[src/rtl/edge_log_pkg.sv]
// edge_log_pkg: shared edge-event kind codes and default widths
package edge_log_pkg;
  localparam logic EV_RISE = 1'b1;
  localparam logic EV_FALL = 1'b0;
  localparam int TS_W_DEF = 16;
  localparam int CNT_W_DEF = 8;
endpackage

[src/rtl/sync_fifo.sv]
// sync_fifo: single-clock FIFO with extra-bit wrap pointers
// ports: clk, rst (sync, active high), push/din write, pop reads head,
//        full/empty status, dout = head entry (undefined while empty)
module sync_fifo #(
  parameter int DEPTH = 4,
  parameter int WIDTH = 17
) (
  input  logic             clk,
  input  logic             rst,
  input  logic             push,
  input  logic             pop,
  input  logic [WIDTH-1:0] din,
  output logic             full,
  output logic             empty,
  output logic [WIDTH-1:0] dout
);
  localparam int AW = $clog2(DEPTH);
  logic [WIDTH-1:0] mem [DEPTH];
  logic [AW:0] wp, rp;
  logic wr, rd;
  assign empty = wp == rp;
  assign full = (wp[AW] != rp[AW]) && (wp[AW-1:0] == rp[AW-1:0]);
  assign rd = pop && !empty;
  // a full FIFO still takes a write when the head leaves in the same cycle
  assign wr = push && (!full || rd);
  assign dout = mem[rp[AW-1:0]];
  always_ff @(posedge clk) begin
    if (rst) begin
      wp <= '0;
      rp <= '0;
    end else begin
      if (wr) wp <= wp + 1'b1;
      if (rd) rp <= rp + 1'b1;
    end
  end
  always_ff @(posedge clk) begin
    if (wr) mem[wp[AW-1:0]] <= din;
  end
endmodule

[src/rtl/edge_event_logger.sv]
// edge_event_logger: detects edges on sig_in, counts them, queues timestamped events
// ports: clk, rst (sync, active high), sig_in level, en record enable,
//        ev_valid/ev_ready/ev_kind/ev_time head-of-queue handshake,
//        rise_cnt/fall_cnt saturating counters, overflow sticky drop flag,
//        level registered sig_in
module edge_event_logger
  import edge_log_pkg::*;
#(
  parameter int DEPTH = 4,
  parameter int TS_W = TS_W_DEF,
  parameter int CNT_W = CNT_W_DEF
) (
  input  logic             clk,
  input  logic             rst,
  input  logic             sig_in,
  input  logic             en,
  output logic             ev_valid,
  input  logic             ev_ready,
  output logic             ev_kind,
  output logic [TS_W-1:0]  ev_time,
  output logic [CNT_W-1:0] rise_cnt,
  output logic [CNT_W-1:0] fall_cnt,
  output logic             overflow,
  output logic             level
);
  logic [TS_W-1:0] ts;
  logic sig_q, hit, pop, full, empty, kind;
  logic [TS_W:0] head;
  assign hit = en && (sig_in != sig_q);
  assign kind = sig_in ? EV_RISE : EV_FALL;
  assign pop = ev_valid && ev_ready;
  assign ev_valid = !empty;
  assign ev_kind = empty ? EV_FALL : head[TS_W];
  assign ev_time = empty ? '0 : head[TS_W-1:0];
  assign level = sig_q;
  sync_fifo #(.DEPTH(DEPTH), .WIDTH(1 + TS_W)) fifo (
    .clk(clk), .rst(rst), .push(hit), .pop(pop), .din({kind, ts}),
    .full(full), .empty(empty), .dout(head)
  );
  // sig_q loads sig_in during reset so releasing reset never looks like an edge
  always_ff @(posedge clk) begin
    if (rst) begin
      ts <= '0;
      sig_q <= sig_in;
      rise_cnt <= '0;
      fall_cnt <= '0;
      overflow <= 1'b0;
    end else begin
      ts <= ts + 1'b1;
      sig_q <= sig_in;
      if (hit && sig_in && !(&rise_cnt)) rise_cnt <= rise_cnt + 1'b1;
      if (hit && !sig_in && !(&fall_cnt)) fall_cnt <= fall_cnt + 1'b1;
      if (hit && full && !pop) overflow <= 1'b1;
    end
  end
endmodule

[config.mk]
export PLATFORM = sky130hd
export DESIGN_NAME = edge_event_logger
export DESIGN_NICKNAME = d
export VERILOG_FILES = /design/src/rtl/edge_log_pkg.sv /design/src/rtl/sync_fifo.sv /design/src/rtl/edge_event_logger.sv
export SDC_FILE = /design/constraint.sdc
export NUM_CORES = 1
export LEC_CHECK = 0
export BUFFER_PORTS_ARGS = -buffer_cell sky130_fd_sc_hd__buf_2
export CAP_MARGIN = 40
export CORE_MARGIN = 2
export CORE_UTILIZATION = 35
export DETAILED_ROUTE_END_ITERATION = 16
export PLACE_DENSITY = 0.64
export SLEW_MARGIN = 20
export SYNTH_ARGS = -nofsm -noshare
export SYNTH_HDL_FRONTEND = slang
export SYNTH_HIERARCHICAL = 1
export SYNTH_SLANG_ARGS = --single-unit
[constraint.sdc]
create_clock -name clk -period 3.2 [get_ports clk]
set_input_delay 0 -clock clk [delete_from_list [all_inputs] [get_ports clk]]
set_output_delay 0 -clock clk [all_outputs]
set_load 0.03 [all_outputs]
# After elaboration in Yosys (flattened, before gate mapping)
# Memories as Yosys holds them, arrays and structs flattened. A register that Yosys moved wholly into a read port is not among the register bits.
# Index checks and enable logic that the tools add are counted.
# word_totals
register_bits	40
ramBits	68
output_inout_bits	36
mem_count	1
# op_classes
addsub	5
n_eq_ne	4
muxes	7
reduce_logical	20
# mem_list
name	depth	word_bits	rd	rd_clocked_by_memory_dff	write_ports	line	source
fifo.mem	4	17	1	1	1	sync_fifo.sv:18	logic [WIDTH-1:0] mem [DEPTH];
# ops
op	n
$add A16 B1 Y16 const B	1
$add A8 B1 Y8 const B	2
$mux W16	1
$reduce_and A8 Y1	2
$logic_and A1 B1 Y1	11
$add A3 B1 Y3 const B	2
$logic_not A1 Y1	6
$mux W1	4
$mux W2	2
$eq A3 B3 Y1	1
$eq A2 B2 Y1	1
$ne A1 B1 Y1	2
$logic_or A1 B1 Y1	1

# Logic depth before layout (Yosys ltp)
# Gate-level depths: netlist (run 1).
# depth
word_depth	8
ltp_mapped	7

# By module
# Netlist (run 1), hierarchy kept.
# by_module_without_submodules
mod	instances	cells_per_inst	area_each_um2	seq_area_each_um2
sync_fifo	1	144	2995.4	2202.1
edge_event_logger	1	195	1682.9	680.7

# Least setup slack after synthesis (run 1)
# OpenSTA, ideal clock, no wires.
# synth_timing
path_type	reg2reg
from	register fifo.wp[1]
to	register fifo.wp[2]
t_arrival_ps	2236
path_slack_ps	840
stages_incl_launch_ff	8
path_buffers	0
synth_period_minus_slack_ps	2360
cell_sequence	dfxtp_1 -> xnor2_2 -> nand2_1 -> nor2_1 -> nor2b_1 -> inv_1 -> a41oi_2 -> mux2_1
# synth_via
elab_chain_len	6
# synth_rtl
element	line	source
from (decl)	sync_fifo.sv:19	logic [AW:0] wp, rp;
from (signal assigned)	sync_fifo.sv:32	if (wr) wp <= wp + 1'b1;
$eq A3 B3 Y1	sync_fifo.sv:21	assign empty = wp == rp;
net empty	edge_event_logger.sv:27	logic sig_q, hit, pop, full, empty, kind;
$logic_not A1 Y1	edge_event_logger.sv:32	assign ev_valid = !empty;
$logic_and A1 B1 Y1	edge_event_logger.sv:31	assign pop = ev_valid && ev_ready;
net pop	edge_event_logger.sv:27	
$logic_and A1 B1 Y1	sync_fifo.sv:23	assign rd = pop && !empty;
$logic_or A1 B1 Y1	sync_fifo.sv:25	assign wr = push && (!full || rd);
$logic_and A1 B1 Y1	sync_fifo.sv:25	
# The timed path passes the listed nets, and every way through them passes these cells.
# A chain may end at the register's enable or synchronous reset.

# Worst setup path in the final report (run 1)
# layout_timing
from	register fifo.wp[1]
to	memory fifo.mem[2][11] (enable)
# layout_via
elab_chain_len	8
# layout_rtl
element	line	source
$eq A3 B3 Y1	sync_fifo.sv:21	
net empty	edge_event_logger.sv:27	
$logic_not A1 Y1	edge_event_logger.sv:32	
$logic_and A1 B1 Y1	edge_event_logger.sv:31	
net pop	edge_event_logger.sv:27	
$logic_and A1 B1 Y1	sync_fifo.sv:23	
$logic_or A1 B1 Y1	sync_fifo.sv:25	
$logic_and A1 B1 Y1	sync_fifo.sv:25	
$mux W1	sync_fifo.sv:37	if (wr) mem[wp[AW-1:0]] <= din;
$mux W1 (not written as such)	sync_fifo.sv:37	
to (decl)	sync_fifo.sv:18	
# The timed path passes the listed nets, and every way through them passes these cells.

==> results of run 1 <==
## power groups by stage
stage / clock, mW / combinational (mW) / sequential [mW]
after floorplan: 0 / 0.223 / 1.59
after global placement: 0 / 0.305 / 1.59
after detailed placement: 0 / 0.310 / 1.59
after CTS: 1.31 / 0.312 / 1.56
after global routing: 1.37 / 0.341 / 1.56
final: 1.28 / 0.312 / 1.55
## metrics by stage
step                utilization (%)  hold slack, ns  power, mW
floorplan                         -          0.0277       1.81
global placement               38.5           0.230       1.89
detailed placement             38.5           0.241       1.90
CTS                            41.3           0.157       3.17
global route                   41.7          0.0328       3.27
finish                         41.7          0.0312       3.15
## kinds of logic after synthesis
group | after synthesis
XOR/XNOR | 21
adder cells (fa/ha/maj) | 8
flip-flops | 110
AO/OA/AOI/OAI | 28
AND/OR/NAND/NOR | 124
buffers and inverters | 23
multiplexers | 25
## repair_timing
item                                    in CTS  in global routing
hold buffers                                 1                  0
endpoints found under the setup margin       0                  0
endpoints found under the hold margin        5                  0
## cells in the mapped netlist, types with 5 or more instances
cell       n  share of area [%]
xor2_1     7                1.3
inv_1     11               0.88
a31oi_1    5               0.67
nand2_1    9               0.72
ha_1       8                2.1
nand2b_1   5               0.67
nor3_1     9               0.96
mux4_2    17                8.2
nor2b_1   23                3.1
nor2_1    34                2.7
nand4_1    8                1.1
a21oi_1    9               0.96
nand3_1    8               0.86
and2_1     5               0.67
clkbuf_1   6               0.48
xnor2_1   11                2.1
edfxtp_1  68                 44
dfxtp_1   42                 18
## state kept, by name (all words and copies together) (netlist names), named ones only
signal,count
overflow,1
rise_cnt,8
fifo/rp,3
level,1
ts,16
fifo/mem,68
fall_cnt,8
fifo/wp,3
## layout make-up
cell class / instances / area share [%]
multi-input cells: 206 / 30.9
inverters: 11 / 0.754
well taps: 176 / 4.02
clock buffers: 9 / 4.11
clock inverters: 7 / 2.31
flip-flops and latches: 110 / 52.6
repair buffers: 48 / 5.23
## per-layer routing
layer | GRT usage (%) | routed length [um] | vias up
li1 | - | - | 1352
met1 | 16.9 | 4050 | 1383
met2 | 20.9 | 4160 | 50
met3 | 2.19 | 285 | 8
met4 | 3.82 | 85 | 0
met5 | 0 | 0 | -
## final timing paths
path,start,cells after the start,endpoint,slack (ns)
setup / recovery,fifo/wp[1]$_SDFFE_PP0P_,7,fifo/mem[2][11]$_DFFE_PP_,0.63
setup reg to reg,fifo/wp[1]$_SDFFE_PP0P_,7,fifo/mem[2][11]$_DFFE_PP_,0.63
hold reg to reg,overflow$_SDFFE_PP0P_,2,overflow$_SDFFE_PP0P_,0.49
hold / removal,rst,3,fifo/rp[2]$_SDFFE_PP0P_,0.03
## worst max-delay path, cell delays in order, from the launching register on
cell and delay (ns):
dfxtp_1 0.45, xnor2_2 0.18, nand2_1 0.13, nor2_1 0.07, nor2b_1 0.27, inv_1 0.16
a41oi_2 0.27, and2_1 0.68
==> qor.csv, run 1 <==
metric;value;unit
outcome;complete, no violations;
most frequent cells in the layout;edfxtp_1 (68), dfxtp_1 (42), buf_2 (40);
Final period util;80.4;%
syn nets;352;
Final Net Count;399;
Post-Syn Area;4680;um2
die area;14300;um2
total track usage;12.6;%
Int Power;2.42;mW
Clock transition at path regs;0.08;ns
wirelength, routed;8590;um
vias per cell;4.93;
Worst Path Arrival;2.54;ns
Initial Utilization;35.6;%
Post-DP HPWL;5790;um
Final WS setup;0.627;ns
DRC Markers;0;
Final Hold Viols;0;
Adder-Cell Fraction of Synth Area;2.14;%
crit end category;flop;
CTS Buffer Depth;2;
worst-path fanout max;17;
FF+latch count, synth;110;
clk_skew;0.00739;ns
antenna violations before repair;0;
Initial DRT Pass Iterations;4;
clock latency at the later pin of the worst-skew pair;0.33;ns
placed cell areas;5060;um2
Min-Delay Path Class;input port to flop;
port bufs;40;
Seq pwr share;49.4;%
Fill cells;1228;
YS warnings;6;
predominant post-synthesis flop cell;edfxtp_1;
H-tree levels;3;
Final ANT Viol Nets;0;
largest vdd supply drop;0.338;mV
Post-Synth XOR/XNOR Area;4.41;%
Critical Path Start Type;flop;
complex-gate fraction of the synthesized area;4.44;%
Die W;120;um
max frequency;0.389;GHz
static leakage;1.95;nW
Area growth syn-to-layout;17.1;%
total core area;13100;um2
switching pwr;0.723;mW
first-pass GRT wire length;14400;um
Vias;2793;
multiplexer share of the synthesized area;10.1;%
setup repair after global routing missed its margin;no;
antenna fix cells;0;
EDFF count, synth;68;
combinational power share;9.9;%
RD Place Congestion;0.789;
Post-synth ARST share;0;%
Routed WL per cell;15.1;um
Netlist cell types;53;
clock share of power;40.7;%
placed insts;546;
final worst path period need;2.57;ns
Required @ worst endpoint;3.16;ns
Root Buffer;clkbuf_16;
worst slack, placed;0.551;ns
Post-CTS Setup Inserts;0;
Post-Layout Inst Area;5480;um2
switch share;23.0;%
GRT Residual Overflow;0;
register area;2880;um2
sequential share of the synthesized area;61.6;%
Avg Cell Area, Syn;13.8;um2
Initial DRC Count;93;
PostCTS Resize Cnt;0;
Num Clock Sinks;110;
area of the multi-input gates;1690;um2
most common cell after layout, fill and taps aside;edfxtp_1;
layout cell share with drive strength beyond 1;24.3;%
Final Instance Count excl. Fillers;567;
Cells after Synth;339;
CTS Buf Count;9;
Least-Margin Pin Slew;0.773;ns
CP Class;flop to flop;
largest net degree at the start of global routing;48;
Synth Area in Simple Gates;15.1;%
CTS tree;yes;
Core Rows;42;
die height;120;um
Max-cap violations;0;
final max-slew violation count;0;
max_slew headroom;48.5;%
I/O pin count;41;
Final setup viols;0;
largest family of logic cells by synthesized area;simple AND/OR/NAND/NOR gates;
vias in the first global route;2800;
PwrDens;574;nW/um2
Final TNS setup;0;ns
Note: power is estimated with default switching activity, not from simulation.
==> run 2, diff against run 1 <==
--- a/config.mk
+++ b/config.mk
@@ -10,7 +10,7 @@
 export CORE_MARGIN = 2
 export CORE_UTILIZATION = 35
 export DETAILED_ROUTE_END_ITERATION = 16
-export PLACE_DENSITY = 0.64
+export PLACE_DENSITY = 0.65
 export SLEW_MARGIN = 20
 export SYNTH_ARGS = -nofsm -noshare
 export SYNTH_HDL_FRONTEND = slang
==> constraint.sdc (replaced) <==
create_clock -name clk -period 2.1 [get_ports clk]
set_input_delay 0 -clock clk [delete_from_list [all_inputs] [get_ports clk]]
set_output_delay 0 -clock clk [all_outputs]
set_load 0.03 [all_outputs]
==> qor.csv, run 2 (synthesized netlist as in run 1, its figures left out) <==
metric;value;unit;change
final worst path period need;1.92;ns;was 2.57 ns
GRT Residual Overflow;0;;unchanged
Final Net Count;404;;was 399
port bufs;40;;unchanged
reg-to-reg endpoint;fifo/mem[1][13]$_DFFE_PP_;;was fifo/mem[2][11]$_DFFE_PP_
Final setup viols;0;;unchanged
cell at the slowest stage of the critical path;dfxtp_1;;was and2_1
Post-DP HPWL;5870;um;was 5790 um
Fill cells;1239;;was 1228
combinational power share;11.0;%;was 9.9%
Critical Path Start Type;flop;;unchanged
Clock transition at path regs;0.08;ns;about the same
wirelength, routed;8670;um;was 8590 um
Min-Delay Path Class;input port to flop;;unchanged
largest net degree at the start of global routing;32;;was 48
Final WS setup;0.176;ns;was 0.627 ns
Max-cap violations;0;;unchanged
hold path depth;2;;was 3
area of the multi-input gates;1730;um2;was 1690 um2
Seq pwr share;51.4;%;was 49.4%
Num Clock Sinks;110;;unchanged
Final Instance Count excl. Fillers;572;;was 567
Worst Path Arrival;1.98;ns;was 2.54 ns
Largest register FFs;68;;unchanged
H-tree levels;3;;unchanged
Area growth syn-to-layout;18.5;%;was 17.1%
crit path cell chain;xnor2_2, nand2_1, nor2_4, nor2b_1, inv_1, a41oi_4, and2_2, buf_12;;was xnor2_2, nand2_1, nor2_1, nor2b_1, inv_1, a41oi_2, and2_1
final max-slew violation count;0;;unchanged
Hold Slack;0.132;ns;was 0.0312 ns
switch share;26.4;%;was 23.0%
most common cell after layout, fill and taps aside;edfxtp_1;;unchanged
Final TNS setup;0;ns;unchanged
antenna fix cells;0;;unchanged
die height;120;um;unchanged
max_slew headroom;63.3;%;was 48.5%
total core area;13100;um2;unchanged
clock latency at the later pin of the worst-skew pair;0.35;ns;was 0.33 ns
reg-to-reg startpoint;fifo/wp[0]$_SDFFE_PP0P_;;was fifo/wp[1]$_SDFFE_PP0P_
Int Power;3.39;mW;was 2.42 mW
Least-Margin Pin Slew;0.550;ns;was 0.773 ns
largest vdd supply drop;0.453;mV;was 0.338 mV
Post-CTS Setup Inserts;0;;unchanged
worst path bufs/invs;2;;was 1
antenna violations before repair;0;;unchanged
Final ANT Viol Nets;0;;unchanged
Initial DRT Pass Iterations;4;;unchanged
hold path start;rst;;unchanged
Reg2Reg Depth;8;;was 7
Root Buffer;clkbuf_16;;unchanged
max frequency;0.520;GHz;was 0.389 GHz
die area;14300;um2;unchanged
CTS Buf Count;9;;unchanged
Vias;2796;;was 2793
worst slack, placed;0.140;ns;was 0.551 ns
crit end category;flop;;unchanged
placed insts;555;;was 546
first-pass GRT wire length;14300;um;was 14400 um
vias in the first global route;2767;;was 2800
hold endpoint;overflow$_SDFFE_PP0P_;;was fifo/rp[2]$_SDFFE_PP0P_
CTS tree;yes;;unchanged
PwrDens;832;nW/um2;was 574 nW/um2
vias per cell;4.89;;was 4.93
Initial DRC Count;207;;was 93
layout cell share with drive strength beyond 1;26.3;%;was 24.3%
worst-path fanout max;17;;unchanged
CP delay by family, top;simple AND/OR/NAND/NOR gates;;unchanged
setup repair after global routing missed its margin;no;;unchanged
register area;2880;um2;unchanged
slowest stage delay, CP;0.46;ns;was 0.68 ns
CTS Buffer Depth;2;;unchanged
total track usage;12.8;%;was 12.6%
Final period util;91.6;%;was 80.4%
DRC Markers;0;;unchanged
most frequent cells in the layout;edfxtp_1 (68), dfxtp_1 (42), buf_2 (40);;unchanged
Core Rows;42;;unchanged
Initial Utilization;35.6;%;unchanged
static leakage;1.97;nW;was 1.95 nW
Die W;120;um;unchanged
clk_skew;0.00954;ns;was 0.00739 ns
Routed WL per cell;15.2;um;was 15.1 um
clock share of power;37.7;%;was 40.7%
switching pwr;1.22;mW;was 0.723 mW
I/O pin count;41;;unchanged
RD Place Congestion;0.772;;was 0.789
Required @ worst endpoint;2.16;ns;was 3.16 ns
Final Hold Viols;0;;unchanged
CP Class;flop to flop;;unchanged
outcome;complete, no violations;;unchanged
r2r setup slk;0.18;ns;was 0.63 ns
-- run 2: cell count changes in the layout (fill, tap and decap cells not counted), sizes merged --
| cell | change |
|---|---|
| inv | +1 |
| clkinv | +3 |
| clkinvlp | -1 |
| bufinv | -3 |
| buf | +5 |
-- run 2: power by group through the flow --
stage / Combinational (mW) / Sequential, mW / Clock (mW)
6_report: 0.505 / 2.37 / 1.74
5_1_grt: 0.549 / 2.38 / 1.88
4_1_cts: 0.514 / 2.37 / 1.77
3_5_place_dp: 0.510 / 2.42 / 0
3_3_place_gp: 0.504 / 2.42 / 0
2_1_floorplan: 0.348 / 2.42 / 0
-- run 2: area by class of cell --
cell class,count,area share (%)
Sequential cell,110,52.0
Clock inverter,7,1.69
Clock buffer,9,4.06
Inverter,11,0.745
Multi-Input combinational cell,206,31.2
Timing Repair Buffer,53,6.32
Tap cell,176,3.97
-- run 2: repair_timing --
action / in CTS / in global routing
hold buffers: 1 / 0
hold endpoints to repair: 5 / 0
endpoints found under the setup margin: 0 / 51
resized for setup: 0 / 1
-- run 2: worst max path at each step --
stage | startpoint | to | slack (ns) | cells past startpoint
6_report | fifo/wp[0]$_SDFFE_PP0P_ | fifo/mem[1][13]$_DFFE_PP_ | 0.18 | 8
5_1_grt | fifo/wp[0]$_SDFFE_PP0P_ | fifo/mem[1][16]$_DFFE_PP_ | 0.02 | 8
4_1_cts | fifo/wp[0]$_SDFFE_PP0P_ | fifo/mem[0][11]$_DFFE_PP_ | 0.11 | 8
3_5_place_dp | fifo/wp[0]$_SDFFE_PP0P_ | fifo/mem[0][14]$_DFFE_PP_ | 0.14 | 8
3_3_place_gp | fifo/wp[0]$_SDFFE_PP0P_ | fifo/mem[1][14]$_DFFE_PP_ | 0.21 | 8
2_1_floorplan | fifo/rp[2]$_SDFFE_PP0P_ | fifo/mem[0][0]$_DFFE_PP_ | 0.009 | 6
-- run 2: metrics by stage --
stage	utilization (%)	instance area [um2]	power [mW]
floorplan	-	4700	2.76
finish	42.2	5540	4.61
detailed placement	39.6	5200	2.93
global route	42.2	5540	4.81
CTS	42.1	5530	4.66
global placement	39.6	5200	2.92
-- run 2: per-layer routing --
layer	GRT usage, %	vias to the layer above	part of all wire (%)	wire length (um)
li1	-	1367	-	-
met1	17.5	1377	47	4110
met2	20.5	47	48	4180
met3	2.90	5	3.3	287
met4	3.97	0	1.1	93
met5	0	-	0	0
-- run 2: worst register-to-register path, cell delays in order, from the launching register on --
cell and delay [ns]:
dfxtp_1 0.46, xnor2_2 0.12, nand2_1 0.13, nor2_4 0.04
nor2b_1 0.16, inv_1 0.14, a41oi_4 0.22, and2_2 0.21
buf_12 0.16
==> run 3, diff against run 2 <==
--- a/config.mk
+++ b/config.mk
@@ -10,7 +10,7 @@
 export CORE_MARGIN = 2
 export CORE_UTILIZATION = 35
 export DETAILED_ROUTE_END_ITERATION = 16
-export PLACE_DENSITY = 0.65
+export PLACE_DENSITY = 0.64
 export SLEW_MARGIN = 20
 export SYNTH_ARGS = -nofsm -noshare
 export SYNTH_HDL_FRONTEND = slang
==> constraint.sdc (replaced) <==
create_clock -name clk -period 2.4 [get_ports clk]
set_input_delay 0 -clock clk [delete_from_list [all_inputs] [get_ports clk]]
set_output_delay 0 -clock clk [all_outputs]
set_load 0.03 [all_outputs]
==> qor.csv, run 3 (synthesized netlist as in run 1, its figures left out) <==
metric;value;unit;change
Min-Delay Path Class;input port to flop;;unchanged
Core Rows;42;;unchanged
die area;14300;um2;unchanged
port bufs;40;;unchanged
Post-Layout Inst Area;5450;um2;was 5540 um2
first-pass GRT wire length;14100;um;was 14300 um
Post-DP HPWL;5810;um;was 5870 um
DRC Markers;0;;unchanged
CP Class;flop to flop;;unchanged
slowest stage delay, CP;0.49;ns;was 0.46 ns
max frequency;0.444;GHz;was 0.520 GHz
Clock transition at path regs;0.08;ns;about the same
Root Buffer;clkbuf_16;;unchanged
antenna violations before repair;0;;unchanged
Final Instance Count excl. Fillers;571;;was 572
Hold Slack;0.130;ns;was 0.132 ns
Final Hold Viols;0;;unchanged
antenna fix cells;0;;unchanged
final max-slew violation count;0;;unchanged
worst path bufs/invs;2;;unchanged
Least-Margin Pin Slew;0.556;ns;was 0.550 ns
CTS tree;yes;;unchanged
hold path start;rst;;unchanged
vias per cell;4.92;;was 4.89
Reg2Reg Depth;7;;was 8
Largest register FFs;68;;unchanged
setup repair after global routing missed its margin;no;;unchanged
Area growth syn-to-layout;16.5;%;was 18.5%
static leakage;1.95;nW;was 1.97 nW
worst slack, placed;-0.00142;ns;was 0.140 ns
Initial Utilization;35.6;%;unchanged
Final ANT Viol Nets;0;;unchanged
Vias;2807;;was 2796
crit path cell chain;xor2_2, nor2_1, nor2b_1, inv_1, a41oi_2, and2_1, buf_8;;was xnor2_2, nand2_1, nor2_4, nor2b_1, inv_1, a41oi_4, and2_2, buf_12
H-tree levels;3;;unchanged
CTS Buf Count;9;;unchanged
reg-to-reg startpoint;fifo/rp[2]$_SDFFE_PP0P_;;was fifo/wp[0]$_SDFFE_PP0P_
layout cell share with drive strength beyond 1;25.3;%;was 26.3%
reg-to-reg endpoint;fifo/mem[1][12]$_DFFE_PP_;;was fifo/mem[1][13]$_DFFE_PP_
total track usage;12.5;%;was 12.8%
placed cell areas;5120;um2;was 5200 um2
hold path depth;2;;unchanged
final worst path period need;2.25;ns;was 1.92 ns
Initial DRT Pass Iterations;4;;unchanged
CP delay by family, top;simple AND/OR/NAND/NOR gates;;unchanged
wirelength, routed;8630;um;was 8670 um
placed insts;553;;was 555
Routed WL per cell;15.1;um;was 15.2 um
Final WS setup;0.146;ns;was 0.176 ns
Required @ worst endpoint;2.46;ns;was 2.16 ns
GRT Residual Overflow;0;;unchanged
Critical Path Start Type;flop;;unchanged
most common cell after layout, fill and taps aside;edfxtp_1;;unchanged
total core area;13100;um2;unchanged
Initial DRC Count;150;;was 207
clock latency at the later pin of the worst-skew pair;0.35;ns;about the same
Final TNS setup;0;ns;unchanged
Final setup viols;0;;unchanged
Fill cells;1263;;was 1239
die height;120;um;unchanged
largest vdd supply drop;0.325;mV;was 0.453 mV
hold endpoint;overflow$_SDFFE_PP0P_;;unchanged
RD Place Congestion;0.788;;was 0.772
r2r setup slk;0.15;ns;was 0.18 ns
CTS Buffer Depth;2;;unchanged
Num Clock Sinks;110;;unchanged
cell at the slowest stage of the critical path;and2_1;;was dfxtp_1
I/O pin count;41;;unchanged
vias in the first global route;2797;;was 2767
most frequent cells in the layout;edfxtp_1 (68), dfxtp_1 (42), buf_2 (40);;unchanged
PwrDens;732;nW/um2;was 832 nW/um2
crit end category;flop;;unchanged
max_slew headroom;62.9;%;was 63.3%
Worst Path Arrival;2.31;ns;was 1.98 ns
largest net degree at the start of global routing;33;;was 32
Die W;120;um;unchanged
outcome;complete, no violations;;unchanged
clk_skew;0.0106;ns;was 0.00954 ns
Final Net Count;403;;was 404
worst-path fanout max;10;;was 17
Final period util;93.9;%;was 91.6%
Max-cap violations;0;;unchanged
-- run 3: changes by cell type in the layout (fill, tap and decap cells not counted), moves of 2 or more --
| cell | delta |
|---|---|
| inv_8 | +2 |
| and2_2 | -2 |
| buf_12 | -4 |
| and2_1 | +2 |
| a41oi_2 | +2 |
| clkinv_8 | -3 |
| buf_8 | +2 |
| a41oi_4 | -2 |
| clkinv_4 | +2 |
-- run 3: how the worst max path moves through the flow --
stage                                  startpoint                   endpoint  cells past startpoint
after global placement    fifo/rp[2]$_SDFFE_PP0P_   fifo/mem[1][9]$_DFFE_PP_                      6
after global routing      fifo/rp[2]$_SDFFE_PP0P_   fifo/mem[1][3]$_DFFE_PP_                      7
final                     fifo/rp[2]$_SDFFE_PP0P_  fifo/mem[1][12]$_DFFE_PP_                      7
after detailed placement  fifo/rp[2]$_SDFFE_PP0P_   fifo/mem[0][9]$_DFFE_PP_                      6
after CTS                 fifo/rp[2]$_SDFFE_PP0P_  fifo/mem[2][16]$_DFFE_PP_                      6
after floorplan           fifo/wp[1]$_SDFFE_PP0P_    fifo/wp[2]$_SDFFE_PP0P_                      7
-- run 3: layout make-up --
class	count	area (um2)	area share [%]
clock inverters	7	76.3	1.40
multi-input cells	206	1700	31.1
well taps	176	220	4.04
clock buffers	9	225	4.13
flip-flops and latches	110	2880	52.9
inverters	11	41.3	0.758
repair buffers	52	308	5.65
-- run 3: through the flow --
stage          power [mW]  utilization, %
3_3_place_gp         2.54            38.9
2_1_floorplan        2.41               -
4_1_cts              4.04            41.4
5_1_grt              4.14            41.5
3_5_place_dp         2.55            39.0
6_report             3.99            41.5
-- run 3: what timing repair did --
item,CTS,global route
hold buffers,1,0
buffers inserted,0,0
gates resized for setup,1,0
hold endpoints to repair,5,0
endpoints found under the setup margin,17,0
-- run 3: layer usage --
layer	routed length, um	track usage (%)	vias to the layer above
met5	0	0	-
met1	4180	16.8	1387
met2	4060	20.6	52
li1	-	-	1361
met3	317	2.23	7
met4	67	4.19	0
-- run 3: report_power, final --
group / switching [mW] / internal (mW) / leakage, nW / total, mW
sequential: 0.0285 / 2.04 / 0.979 / 2.07
clock: 0.738 / 0.749 / 0.149 / 1.49
combinational: 0.272 / 0.156 / 0.822 / 0.428
